==> src/rtl/apb_pkg.sv <==
// Shared APB definitions: FSM state encoding, default widths and strobe-width derivation.
// Used by both the requester and the completer side of the accelerator bus.
package apb_pkg;

   typedef enum logic [1:0] {
      StIdle   = 2'b00,
      StSetup  = 2'b01,
      StAccess = 2'b10
   } apb_state_e;

   localparam int unsigned DefDataWidth = 32;
   localparam int unsigned DefBusWidth  = 64;
   localparam int unsigned DefAddrWidth = 32;

   // One strobe bit per DATA_WIDTH lane of the bus.
   function automatic int unsigned max_dim(input int unsigned bus_w, input int unsigned data_w);
      return bus_w / data_w;
   endfunction

endpackage

==> src/rtl/apb_timeout_counter.sv <==
// Counts ACCESS wait cycles and flags the cycle whose increment would reach TIMEOUT_CYCLES.
// TIMEOUT_CYCLES = 0 disables the flag entirely.
module apb_timeout_counter #(
   parameter int unsigned TIMEOUT_CYCLES = 16
) (
   input  logic clk_i,
   input  logic rst_ni,
   input  logic clear_i,
   input  logic en_i,
   output logic expired_o
);

   localparam int unsigned CntW = (TIMEOUT_CYCLES > 1) ? $clog2(TIMEOUT_CYCLES) : 1;

   logic [CntW-1:0] count_q;

   // Combinational so the FSM can leave ACCESS on the same edge the count would hit the limit.
   assign expired_o = (TIMEOUT_CYCLES != 0) && en_i &&
                      (count_q == CntW'(TIMEOUT_CYCLES - 1));

   always_ff @(posedge clk_i or negedge rst_ni) begin
      if (!rst_ni) begin
         count_q <= '0;
      end else if (clear_i) begin
         count_q <= '0;
      end else if (en_i && !expired_o) begin
         count_q <= count_q + 1'b1;
      end
   end

endmodule

==> src/rtl/apb_master_module.sv <==
// APB requester: converts single host commands into SETUP/ACCESS transfers and returns
// read data plus error status (completer error or wait-state timeout) per command.
module apb_master_module
   import apb_pkg::*;
#(
   parameter int unsigned DATA_WIDTH     = DefDataWidth,
   parameter int unsigned BUS_WIDTH      = DefBusWidth,
   parameter int unsigned ADDR_WIDTH     = DefAddrWidth,
   parameter int unsigned TIMEOUT_CYCLES = 16,
   localparam int unsigned MAX_DIM       = max_dim(BUS_WIDTH, DATA_WIDTH)
) (
   input  logic                  clk_i,
   input  logic                  rst_ni,
   input  logic                  req_valid_i,
   output logic                  req_ready_o,
   input  logic                  req_write_i,
   input  logic [ADDR_WIDTH-1:0] req_addr_i,
   input  logic [BUS_WIDTH-1:0]  req_wdata_i,
   input  logic [MAX_DIM-1:0]    req_strb_i,
   output logic                  rsp_valid_o,
   output logic [BUS_WIDTH-1:0]  rsp_rdata_o,
   output logic                  rsp_err_o,
   output logic                  busy_o,
   output logic                  psel_o,
   output logic                  penable_o,
   output logic                  pwrite_o,
   output logic [ADDR_WIDTH-1:0] paddr_o,
   output logic [BUS_WIDTH-1:0]  pwdata_o,
   output logic [MAX_DIM-1:0]    pstrb_o,
   input  logic                  pready_i,
   input  logic                  pslverr_i,
   input  logic [BUS_WIDTH-1:0]  prdata_i
);

   apb_state_e            state_q;
   logic                  req_ready_q;
   logic                  rsp_valid_q;
   logic [BUS_WIDTH-1:0]  rsp_rdata_q;
   logic                  rsp_err_q;
   logic                  busy_q;
   logic                  psel_q;
   logic                  penable_q;
   logic                  pwrite_q;
   logic [ADDR_WIDTH-1:0] paddr_q;
   logic [BUS_WIDTH-1:0]  pwdata_q;
   logic [MAX_DIM-1:0]    pstrb_q;

   logic accept;
   logic wait_cycle;
   logic expired;

   assign accept     = (state_q == StIdle) && req_valid_i;
   assign wait_cycle = (state_q == StAccess) && !pready_i;

   apb_timeout_counter #(
      .TIMEOUT_CYCLES (TIMEOUT_CYCLES)
   ) u_timeout (
      .clk_i     (clk_i),
      .rst_ni    (rst_ni),
      .clear_i   (accept),
      .en_i      (wait_cycle),
      .expired_o (expired)
   );

   always_ff @(posedge clk_i or negedge rst_ni) begin
      if (!rst_ni) begin
         state_q     <= StIdle;
         req_ready_q <= 1'b1;
         rsp_valid_q <= 1'b0;
         rsp_rdata_q <= '0;
         rsp_err_q   <= 1'b0;
         busy_q      <= 1'b0;
         psel_q      <= 1'b0;
         penable_q   <= 1'b0;
         pwrite_q    <= 1'b0;
         paddr_q     <= '0;
         pwdata_q    <= '0;
         pstrb_q     <= '0;
      end else begin
         rsp_valid_q <= 1'b0;
         unique case (state_q)
            StIdle: begin
               if (req_valid_i) begin
                  state_q     <= StSetup;
                  req_ready_q <= 1'b0;
                  busy_q      <= 1'b1;
                  psel_q      <= 1'b1;
                  pwrite_q    <= req_write_i;
                  paddr_q     <= req_addr_i;
                  // Reads never present write data or strobes on the bus.
                  pwdata_q    <= req_write_i ? req_wdata_i : '0;
                  pstrb_q     <= req_write_i ? req_strb_i : '0;
               end
            end
            StSetup: begin
               state_q   <= StAccess;
               penable_q <= 1'b1;
            end
            StAccess: begin
               if (pready_i || expired) begin
                  state_q     <= StIdle;
                  req_ready_q <= 1'b1;
                  busy_q      <= 1'b0;
                  psel_q      <= 1'b0;
                  penable_q   <= 1'b0;
                  pwrite_q    <= 1'b0;
                  paddr_q     <= '0;
                  pwdata_q    <= '0;
                  pstrb_q     <= '0;
                  rsp_valid_q <= 1'b1;
                  rsp_err_q   <= pready_i ? pslverr_i : 1'b1;
                  rsp_rdata_q <= (pready_i && !pwrite_q && !pslverr_i) ? prdata_i : '0;
               end
            end
            default: begin
               state_q <= StIdle;
            end
         endcase
      end
   end

   assign req_ready_o = req_ready_q;
   assign rsp_valid_o = rsp_valid_q;
   assign rsp_rdata_o = rsp_rdata_q;
   assign rsp_err_o   = rsp_err_q;
   assign busy_o      = busy_q;
   assign psel_o      = psel_q;
   assign penable_o   = penable_q;
   assign pwrite_o    = pwrite_q;
   assign paddr_o     = paddr_q;
   assign pwdata_o    = pwdata_q;
   assign pstrb_o     = pstrb_q;

endmodule

==> config.mk <==
export PLATFORM = sky130hd
export DESIGN_NAME = apb_master_module
export DESIGN_NICKNAME = d
export VERILOG_FILES = /design/src/rtl/apb_pkg.sv /design/src/rtl/apb_timeout_counter.sv /design/src/rtl/apb_master_module.sv
export SDC_FILE = /design/constraint.sdc
export NUM_CORES = 1
export LEC_CHECK = 0
export ABC_CLOCK_PERIOD_IN_PS = 3600
export CELL_PAD_IN_SITES_DETAIL_PLACEMENT = 0
export CELL_PAD_IN_SITES_GLOBAL_PLACEMENT = 1
export CORE_ASPECT_RATIO = 0.75
export CORE_MARGIN = 1.5
export CORE_UTILIZATION = 32
export CTS_CLUSTER_DIAMETER = 50
export DETAILED_ROUTE_END_ITERATION = 7
export PLACE_DENSITY_LB_ADDON = 0.1
export SLEW_MARGIN = 20
export SYNTH_ARGS = -nofsm -noshare
export SYNTH_HDL_FRONTEND = slang
export SYNTH_HIERARCHICAL = 1
export SYNTH_SLANG_ARGS = --single-unit
export TNS_END_PERCENT = 10
==> constraint.sdc <==
create_clock -name clk_i -period 3.6 [get_ports clk_i]
set_input_delay 0.54 -clock clk_i [delete_from_list [all_inputs] [get_ports clk_i]]
set_output_delay 0.54 -clock clk_i [all_outputs]
set_load 0.01 [all_outputs]
# After elaboration in Yosys (flattened, before gate mapping)
# Cells that the tools add are included.
totals:
  register_bits: 174
  latchBits: 0
  mem_bits_rw: 0
  rom_bits: 0
  output_inout_bits: 169
  wordCells: 65
  memories: 0
classes:
  add_sub_neg: 1
  n_mul: 0
  div_mod_pow: 0
  n_lt_le_gt_ge: 0
  n_eq_ne: 5
  shift: 0
  n_mux: 28
  bitwise_logic: 0
  n_reduce_logical: 19
ops:
  columns: ["operator", "count"]
  rows:
  - ["64-bit 2-to-1 mux", 4]
  - ["64-bit one-hot mux with 2 select lines", 1]
  - ["32-bit 2-to-1 mux", 2]
  - ["32-bit one-hot mux with 2 select lines", 1]
  - ["1-bit 2-to-1 mux", 8]
  - ["2-bit 2-to-1 mux", 4]
  - ["4-bit 2-to-1 mux", 2]
  - ["1-bit one-hot mux with 2 select lines", 4]
  - ["1-bit logical AND", 6]
  - ["2-bit one-hot mux with 3 select lines", 1]
  - ["2-bit AND reduction", 3]
  - ["2-bit nonzero test", 3]
  - ["4-bit by 1-bit adder with 4-bit output (second input constant)", 1]
  - ["4-bit == test (second input constant)", 1]
  - ["1-bit zero test", 4]
  - ["2-bit one-hot mux with 2 select lines", 1]
  - ["3-bit AND reduction", 1]
  - ["2-bit by 1-bit == test with 1-bit output (second input constant)", 1]
  - ["2-bit == test (second input constant)", 1]
  - ["2-bit zero test", 1]
  - ["2-bit by 1-bit inequality test with 1-bit output (second input constant)", 1]
  - ["2-bit inequality test (second input constant)", 1]
  - ["1-bit logical OR", 1]

# Logic depth before layout (Yosys ltp)
depth:
  ltp_word: 7
  depth_mapped: 9

# Hierarchy
# Netlist, hierarchy kept.
by_module_without_submodules:
  columns: ["mod", "n_inst", "cells_each", "area_each_um2", "seq_area_each_um2"]
  rows:
  - ["apb_master_module", 1, 390, 6027.0, 4255.3]
  - ["apb_timeout_counter", 1, 21, 239.0, 100.1]

# Worst setup path before layout
# No wires, ideal clock.
synth_path:
  path_kind: "flip-flop to flip-flop"
  start: "register state_q[0]"
  end: "register paddr_q[22] (netlist: paddr_o[22])"
  arrival_time_ns: 2.017
  required_ns: 3.479
  slack_ns: 1.462
  stages_incl_launch_ff: 10
  n_path_buf: 3
  synth_period_minus_slack_ns: 2.138
  path_cell_list: "dfrtp_1 > nand2b_1 > nor2_1 > and4_2 > nor2_1 > a211o_1 > buf_2 > buf_2 > buf_6 > a22o_1"
synth_via:
  elab_chain_cells: 6
  elab_cells_between_ends: 10
  cone_classes: "3 x eq/ne; 1 x mux; 6 x reduce/logical"
synth_rtl:
  columns: ["element", "line_no", "source"]
  rows:
  - ["start: declaration", "apb_master_module.sv:35", "apb_state_e state_q;"]
  - ["start signal: assignment", "apb_master_module.sv:67", "state_q <= StIdle;"]
  - ["start signal: assignment", "apb_master_module.sv:84", "state_q <= StSetup;"]
  - ["start signal: assignment", "apb_master_module.sv:96", "state_q <= StAccess;"]
  - ["2-bit == test", "apb_master_module.sv:53", "assign wait_cycle = (state_q == StAccess) && !pready_i;"]
  - ["1-bit logical AND", "apb_master_module.sv:53", null]
  - ["net wait_cycle", "apb_master_module.sv:49", "logic wait_cycle;"]
  - ["1-bit logical AND", "apb_timeout_counter.sv:18", "assign expired_o = (TIMEOUT_CYCLES != 0) && en_i &&"]
  - ["net expired", "apb_master_module.sv:50", "logic expired;"]
  - ["1-bit logical OR", "apb_master_module.sv:100", "if (pready_i || expired) begin"]
  - ["2-bit by 1-bit inequality test with 1-bit output (no source line)", null, null]
  - ["3-bit AND reduction (no source line)", null, null]
  - ["end signal: assignment", "apb_master_module.sv:89", "paddr_q <= req_addr_i;"]
  - ["end: declaration", "apb_master_module.sv:44", "logic [ADDR_WIDTH-1:0] paddr_q;"]
# The timed path passes the listed nets, and every way through them passes these cells.
# A chain may end at the register's enable or synchronous reset.

# Worst setup path after layout
layout_path:
  start: "register state_q[0]"
  end: "register pwdata_q[59] (netlist: pwdata_o[59])"
layout_via:
  elab_chain_cells: 6
  elab_cells_between_ends: 10
  cone_classes: "3 x eq/ne; 1 x mux; 6 x reduce/logical"
layout_rtl:
  columns: ["element", "line_no", "source"]
  rows:
  - ["2-bit == test", "apb_master_module.sv:53", null]
  - ["1-bit logical AND", "apb_master_module.sv:53", null]
  - ["net wait_cycle", "apb_master_module.sv:49", null]
  - ["1-bit logical AND", "apb_timeout_counter.sv:18", null]
  - ["net expired", "apb_master_module.sv:50", null]
  - ["1-bit logical OR", "apb_master_module.sv:100", null]
  - ["2-bit by 1-bit inequality test with 1-bit output (no source line)", null, null]
  - ["3-bit AND reduction (no source line)", null, null]
  - ["end signal: assignment", "apb_master_module.sv:91", "pwdata_q <= req_write_i ? req_wdata_i : '0;"]
  - ["end: declaration", "apb_master_module.sv:45", "logic [BUS_WIDTH-1:0] pwdata_q;"]
# The timed path passes the listed nets, and every way through them passes these cells.

==> results.md <==
* Overflow after GRT at 0
* Ports at 337
* # hold bufs at CTS at 0
* DRT iter0 DRCs at 234
* Overall Power at 8.49 mW
* Die Span Y at 124 um
* Most common cell in the netlist: dfrtp_1
* CP endpoint kind: flop
* CTS tree: yes
* Crit path from: state_q[0]$_DFFE_PN0P_
* Unique masters post-synth at 34
* Worst R2R Start: state_q[0]$_DFFE_PN0P_
* Total global-route track usage at 18.6%
* First-pass iteration count of the detailed router at 4
* CP required at 3910 ps
* Setup crit start kind: flop
* Design Area, Final at roughly 10000 sq um
* Detailed Route WL at 19000 um
* Placed Cells at 971
* Area contributors post-synth: dfrtp_1 (69%), a22o_1 (23%), buf_2 (1.1%)
* WL/cell at about 19 um
* Critical R2R Capture: pwdata_o[59]$_DFFE_PN0P_
* Total CTS buffers at 17
* ANT nets after route at 0
* Final cell count without fillers at 1002
* Dominant cell type by area after synthesis: dfrtp_1
* Slew @ Worst Pin at 1080 ps
* Worst Setup EP: pwdata_o[59]$_DFFE_PN0P_
* PwrDens at 814 nW/um^2
* Arrival time worst endpoint at ~2900 ps
* FP Rows at 44
* Post-synthesis cell area at 6270 sq um
* Fin. Hold Viols at 0
* Depth of the worst register-to-register path at 6
* Min Tclk post-route at 2580 ps
* Layout cells sized above 1 at 6.68%
* Number of max-cap violations at 0
* Worst IR Drop VDD at 390 uV
* Setup Slack @ Placement at 694 ps
* NumNets Final at 906
* Yosys top cell area share at 69.1%
* Initial antenna violation count at 0
* Fin util at ~54%
* # clock sinks at 174
* Slew Limit Fails at 0
* Die ar. at 20400 sq um
* Worst rel slew slack at 28.2%
* FFs w/ async S/R, synth at 100%
* # fillers at 1628
* Worst Hold Slack at 141 ps
* Fmax at 0.388 GHz
* Critical-path cell list: nand2b_1, nor2_1, and4_2, nor2_1, a211o_4, a22o_1
* Area Overhead vs Synth at 66.4%
* Postcts setup bufs at 0
* Final setup margin at 1020 ps
* Hold Path Class: input pin to asynchronous set/reset pin
* Port Buffers at 336
* Run status: finished clean
* CP Max Fanout at 99
* Top post-synthesis cells by count: dfrtp_1 (173), a22o_1 (162), buf_2 (14)
* Clock root cell: clkbuf_16
* Final worst path period share at a little under three quarters
* Syn Area/Cell at between 15 and 20 sq um
* Synth Flop Type: dfrtp_1
* Post-synth EDFFs at 0
* Gate Count Post-Synth at roughly 410
* Final setup vio count at 0
* Cell mode on critical path: nor2_1
* Clk Latency, worst-skew pair at 430 ps
* Initial core utilization at 32.5%
* Core footprint at 19300 sq um
* Ys Warns at 6
* Final RePlAce weighted congestion at 0.787
* Setup Total Neg Slack at 0 ps
* H-tree levels at 4
* Setup Skew at 8.09 ps
* DR vias at 4877
* R2R Setup Slk at 1020 ps
* Worst-path clk slew at around 70 ps
* DIE WIDTH at 165 um
* #FFs+latches synth at 174
* Antenna cells at 0
* CTS Buffer Depth at 2
* Via density at 4.87
* DRC viols at 0
* Critical path's slowest cell: a211o_4
* Mapped Nets at 580
* Placed Area at 9830 sq um
* Sequential element share of the synthesized area at between 60% and 70%
* First-pass GRT wire length at 28400 um
* Crit path largest cell delay at 640 ps
* Leak at 4.58 nW
* Final HPWL DP at 13300 um
* CTS-repair resized insts at 0
* Largest net degree at the start of global routing at 100
* RSZ-0062 raised after global routing: false
* Vias in the first global route at 5113
* WS Path Type: flop to flop
-- worst min-delay path by stage --
stage	start	end	slack (ps)
2_1_floorplan	rst_ni	paddr_o[0]$_DFFE_PN0P_	240
3_3_place_gp	req_ready_o$_DFFE_PN1P_	req_ready_o$_DFFE_PN1P_	480
3_5_place_dp	req_ready_o$_DFFE_PN1P_	req_ready_o$_DFFE_PN1P_	480
4_1_cts	rst_ni	rsp_rdata_o[16]$_DFFE_PN0P_	160
5_1_grt	rst_ni	rsp_rdata_o[16]$_DFFE_PN0P_	190
6_report	rst_ni	rsp_rdata_o[16]$_DFFE_PN0P_	140
-- final cells by class --
type / count / area (sq um) / share of cell area [%]
Sequential cell: 174 / 4360 / 41.8
Tap cell: 253 / 317 / 3.04
Inverter: 4 / 15.0 / 0.144
Clock inverter: 13 / 165 / 1.58
Clock buffer: 18 / 429 / 4.12
Multi-Input combinational cell: 196 / 1700 / 16.3
Timing Repair Buffer: 344 / 3450 / 33.1
-- flip-flops by register name (all words and copies together), names as in the netlist --
signal,flops
rsp_rdata_o,64
rsp_valid_o,1
penable_o,1
req_ready_o,1
rsp_err_o,1
paddr_o,32
psel_o,1
pwdata_o,64
u_timeout/count_q,4
pwrite_o,1
state_q,2
pstrb_o,2
-- power by group --
group / internal, mW / total (mW) / switching [mW]
clock: 1.09 / 1.88 / 0.785
combinational: 2.04 / 3.42 / 1.38
sequential: 2.72 / 3.19 / 0.464
total: 5.86 / 8.49 / 2.63
-- layer usage --
layer / up-vias / GRT usage (%) / share of wire, %
li1: 2215 / - / -
met1: 2430 / 22.7 / 40
met2: 205 / 29.1 / 48
met3: 27 / 8.26 / 10
met4: 0 / 6.81 / 2.1
met5: - / 0 / 0
-- worst max-delay path: cells and delay by family, from the launching register on --
family / cells / cell delay (ps)
flip-flops: 1 / 460
AND/OR/NAND/NOR: 4 / 840
AO/OA/AOI/OAI: 2 / 1050
-- kinds of logic (layout without fill, tap and decap cells) --
group,Yosys count,after routing,synth area share (%)
flops,174,174,69.5
compound gates,172,172,24.0
buf+inv,41,379,3.63
simple gates,21,21,2.30
mux,2,2,0.399
fa+ha+maj,1,1,0.200
-- cells in the final DEF (no fill, tap or decap), drive strengths merged, types with 2 or more instances in the layout --
| master | n |
|---|---|
| inv | 7 |
| dfrtp | 173 |
| clkbuf | 18 |
| buf | 9 |
| a22o | 162 |
| clkdlybuf4s50 | 335 |
| nand2b | 4 |
| clkinv | 4 |
| nor3 | 2 |
| bufinv | 3 |
| a21o | 2 |
| nor2 | 5 |
| nor3b | 2 |
| clkinvlp | 3 |
| o21ai | 2 |
Power figures use the tool's default switching activity.
==> RTL edit, RTL diff (config.mk and constraints unchanged) <==
Put one more register stage on the output `rsp_err_o`, cleared by the reset. The value now appears one clock later. The other outputs are not delayed to match.
--- a/src/rtl/apb_master_module.sv
+++ b/src/rtl/apb_master_module.sv
@@ -122,7 +122,13 @@
    assign req_ready_o = req_ready_q;
    assign rsp_valid_o = rsp_valid_q;
    assign rsp_rdata_o = rsp_rdata_q;
-   assign rsp_err_o   = rsp_err_q;
+   always_ff @(posedge clk_i or negedge rst_ni) begin
+      if (!rst_ni) begin
+         rsp_err_o <= '0;
+      end else begin
+         rsp_err_o <= rsp_err_q;
+      end
+   end
    assign busy_o      = busy_q;
    assign psel_o      = psel_q;
    assign penable_o   = penable_q;
Formal check against the unedited RTL: not equivalent (a bounded check fails within 4 cycles, from zero or initial values and one cycle with rst_ni low).
==> RTL edit against the unedited design <==
Cell area grew 0.47%. Power increased by 0.63%. Critical path type unchanged. First-iteration DRC count shrank 5.6%. Critical endpoint is now pwdata_o[38]. Sequential cell count grew 1. Area after synthesis up 0.40%. Setup slack lost 14 ps. Sequential share of layout area barely moved. Combinational power hardly changed. Clock power is 3% higher. Routed wire length decreased by 2.8%. Count of clock-buffer cells in the layout did not move. Critical path depth did not move. Highest routed layer unchanged.
==> RTL edit: results (changes against the unedited design) <==
- Switching part of the total: 0.3042 (was 0.3101)
- ANT cells: 0 (unchanged)
- CTS root buf: clkbuf_16 (unchanged)
- Longest Clk Path Bufs: 2 (unchanged)
- Synth top cells by count: dfrtp_1 (174), a22o_1 (162), buf_2 (14), clkbuf_1 (13) (was dfrtp_1 (173), a22o_1 (162), buf_2 (14), clkbuf_1 (13))
- Post-CTS Setup Inserts: 0 (unchanged)
- CTS clk-pin slew, worst paths: 70 ps (about the same)
- Layout cells sized above 1: 0.06417 (was 0.06676)
- Initial antenna violation count: 0 (unchanged)
- Largest net degree at the start of global routing: 100 (unchanged)
- Vias per inst: 4.839 (was 4.867)
- Sequential area share after synthesis: 0.6963 (was 0.6951)
- FMAX: 386.1 MHz (was 388.2 MHz)
- Count of different cell masters after synthesis: 34 (unchanged)
- Post-Syn Nets: 581 (was 580)
- Cts bufs inserted: 17 (unchanged)
- GRT Overall Usage: 0.1821 (was 0.1859)
- RD Place Congestion: 0.7760 (was 0.7865)
- First-pass GRT wire length: 28640 microns (was 28410 microns)
- Hold/Removal Path Class: input pin to asynchronous set/reset pin (unchanged)
- DP HPWL: 12820 microns (was 13260 microns)
- P_leak: 0.004584 uW (was 0.004577 uW)
- Clock skew: 8.209 ps (was 8.090 ps)
- Asr flop ratio synth: 1.000 (unchanged)
- Area contributors post-synth: dfrtp_1 (69%), a22o_1 (23%), buf_2 (1.1%) (unchanged)
- Ys Warns: 6 (unchanged)
- H-tree depth: 4 (unchanged)
- Worst Path Arrival: 2890 ps (was 2880 ps)
- Vias in the first global route: 5228 (was 5113)
- CP Max Fanout: 99 (unchanged)
- Wire length per cell: 18.46 microns (was 18.96 microns)
- Crit path max-delay family: compound AO/OA/AOI/OAI gates (unchanged)
- Drt pass-1 iters: 6 (was 4)
- Skew-Pair Late Insertion Delay: 420 ps
- DP Worst Slack: 710.5 ps (was 693.5 ps)
- Status: completed (unchanged)
- DR iter-0 viols: 221 (was 234)
- VDD IR max: 0.3677 mV (was 0.3902 mV)
- Port Buf Inserts: 336 (unchanged)
- Least-Margin Pin Slew: 1050 ps (was 1077 ps)
- CP peak stage delay: 680 ps (was 640 ps)
- Most numerous cell in the Yosys netlist: dfrtp_1 (unchanged)
## RTL edit: cell type report
cell class                 count  area, sq um
sequential                   175         4380
clock inverter                12        183.9
inverter                       4        15.01
timing repair buffer         343         3455
multi-input combinational    196         1698
tap                          253        316.6
fill                        1597         8846
clock buffer                  18        429.2
## RTL edit: kinds of logic after synthesis
group                    synth area share
buffers and inverters             0.03620
adder cells (fa/ha/maj)          0.001989
multiplexers                     0.003977
AND/OR/NAND/NOR                   0.02287
flip-flops                         0.6963
AO/OA/AOI/OAI                      0.2387
## RTL edit: final timing paths
kind,startpoint,endpoint,cells after the start
min,rst_ni,pwdata_o[10],1
max in group asynchronous,rst_ni,rsp_rdata_o[57],2
min in group clk_i,rsp_err_q,rsp_err_o,0
max,state_q[0],pwdata_o[38],6
min reg2reg,rsp_err_q,rsp_err_o,0
max reg2reg,state_q[0],pwdata_o[38],6
## RTL edit: worst reg2reg max path: cells and delay by family, from the launching register on
kind | cells | cell delay, ps
AO/OA/AOI/OAI | 2 | 1150
AND/OR/NAND/NOR | 4 | 860
flip-flops | 1 | 460
## RTL edit: per-stage QoR
| stage | power, uW | std cells | hold slack, ps | cell area [sq um] |
|---|---|---|---|---|
| after floorplan | 4621 | 412 | 244.4 | 6291 |
| final | 8543 | 1001 | 145.5 | 10480 |
| after global placement | 6623 | 971 | 362.4 | 9864 |
| after detailed placement | 6662 | 971 | 364.5 | 9864 |
| after CTS | 8655 | 1001 | 199.4 | 10480 |
| after global routing | 9013 | 1001 | 227.4 | 10480 |
## RTL edit: metal layers
metal / track usage / vias up / part of all wire
met2: 0.2961 / 204 / 0.48
met1: 0.2211 / 2394 / 0.41
met4: 0.06359 / 0 / 0.018
met5: 0 / - / 0
met3: 0.06727 / 25 / 0.094
li1: - / 2221 / -
## RTL edit: power by group through the flow
| stage | Sequential (uW) | Clock (uW) | Combinational [uW] |
|---|---|---|---|
| after global routing | 3300 | 2060 | 3650 |
| after floorplan | 3530 | 0 | 1090 |
| after CTS | 3200 | 1980 | 3470 |
| after global placement | 3210 | 0 | 3410 |
| after detailed placement | 3200 | 0 | 3460 |
| final | 3200 | 1930 | 3420 |
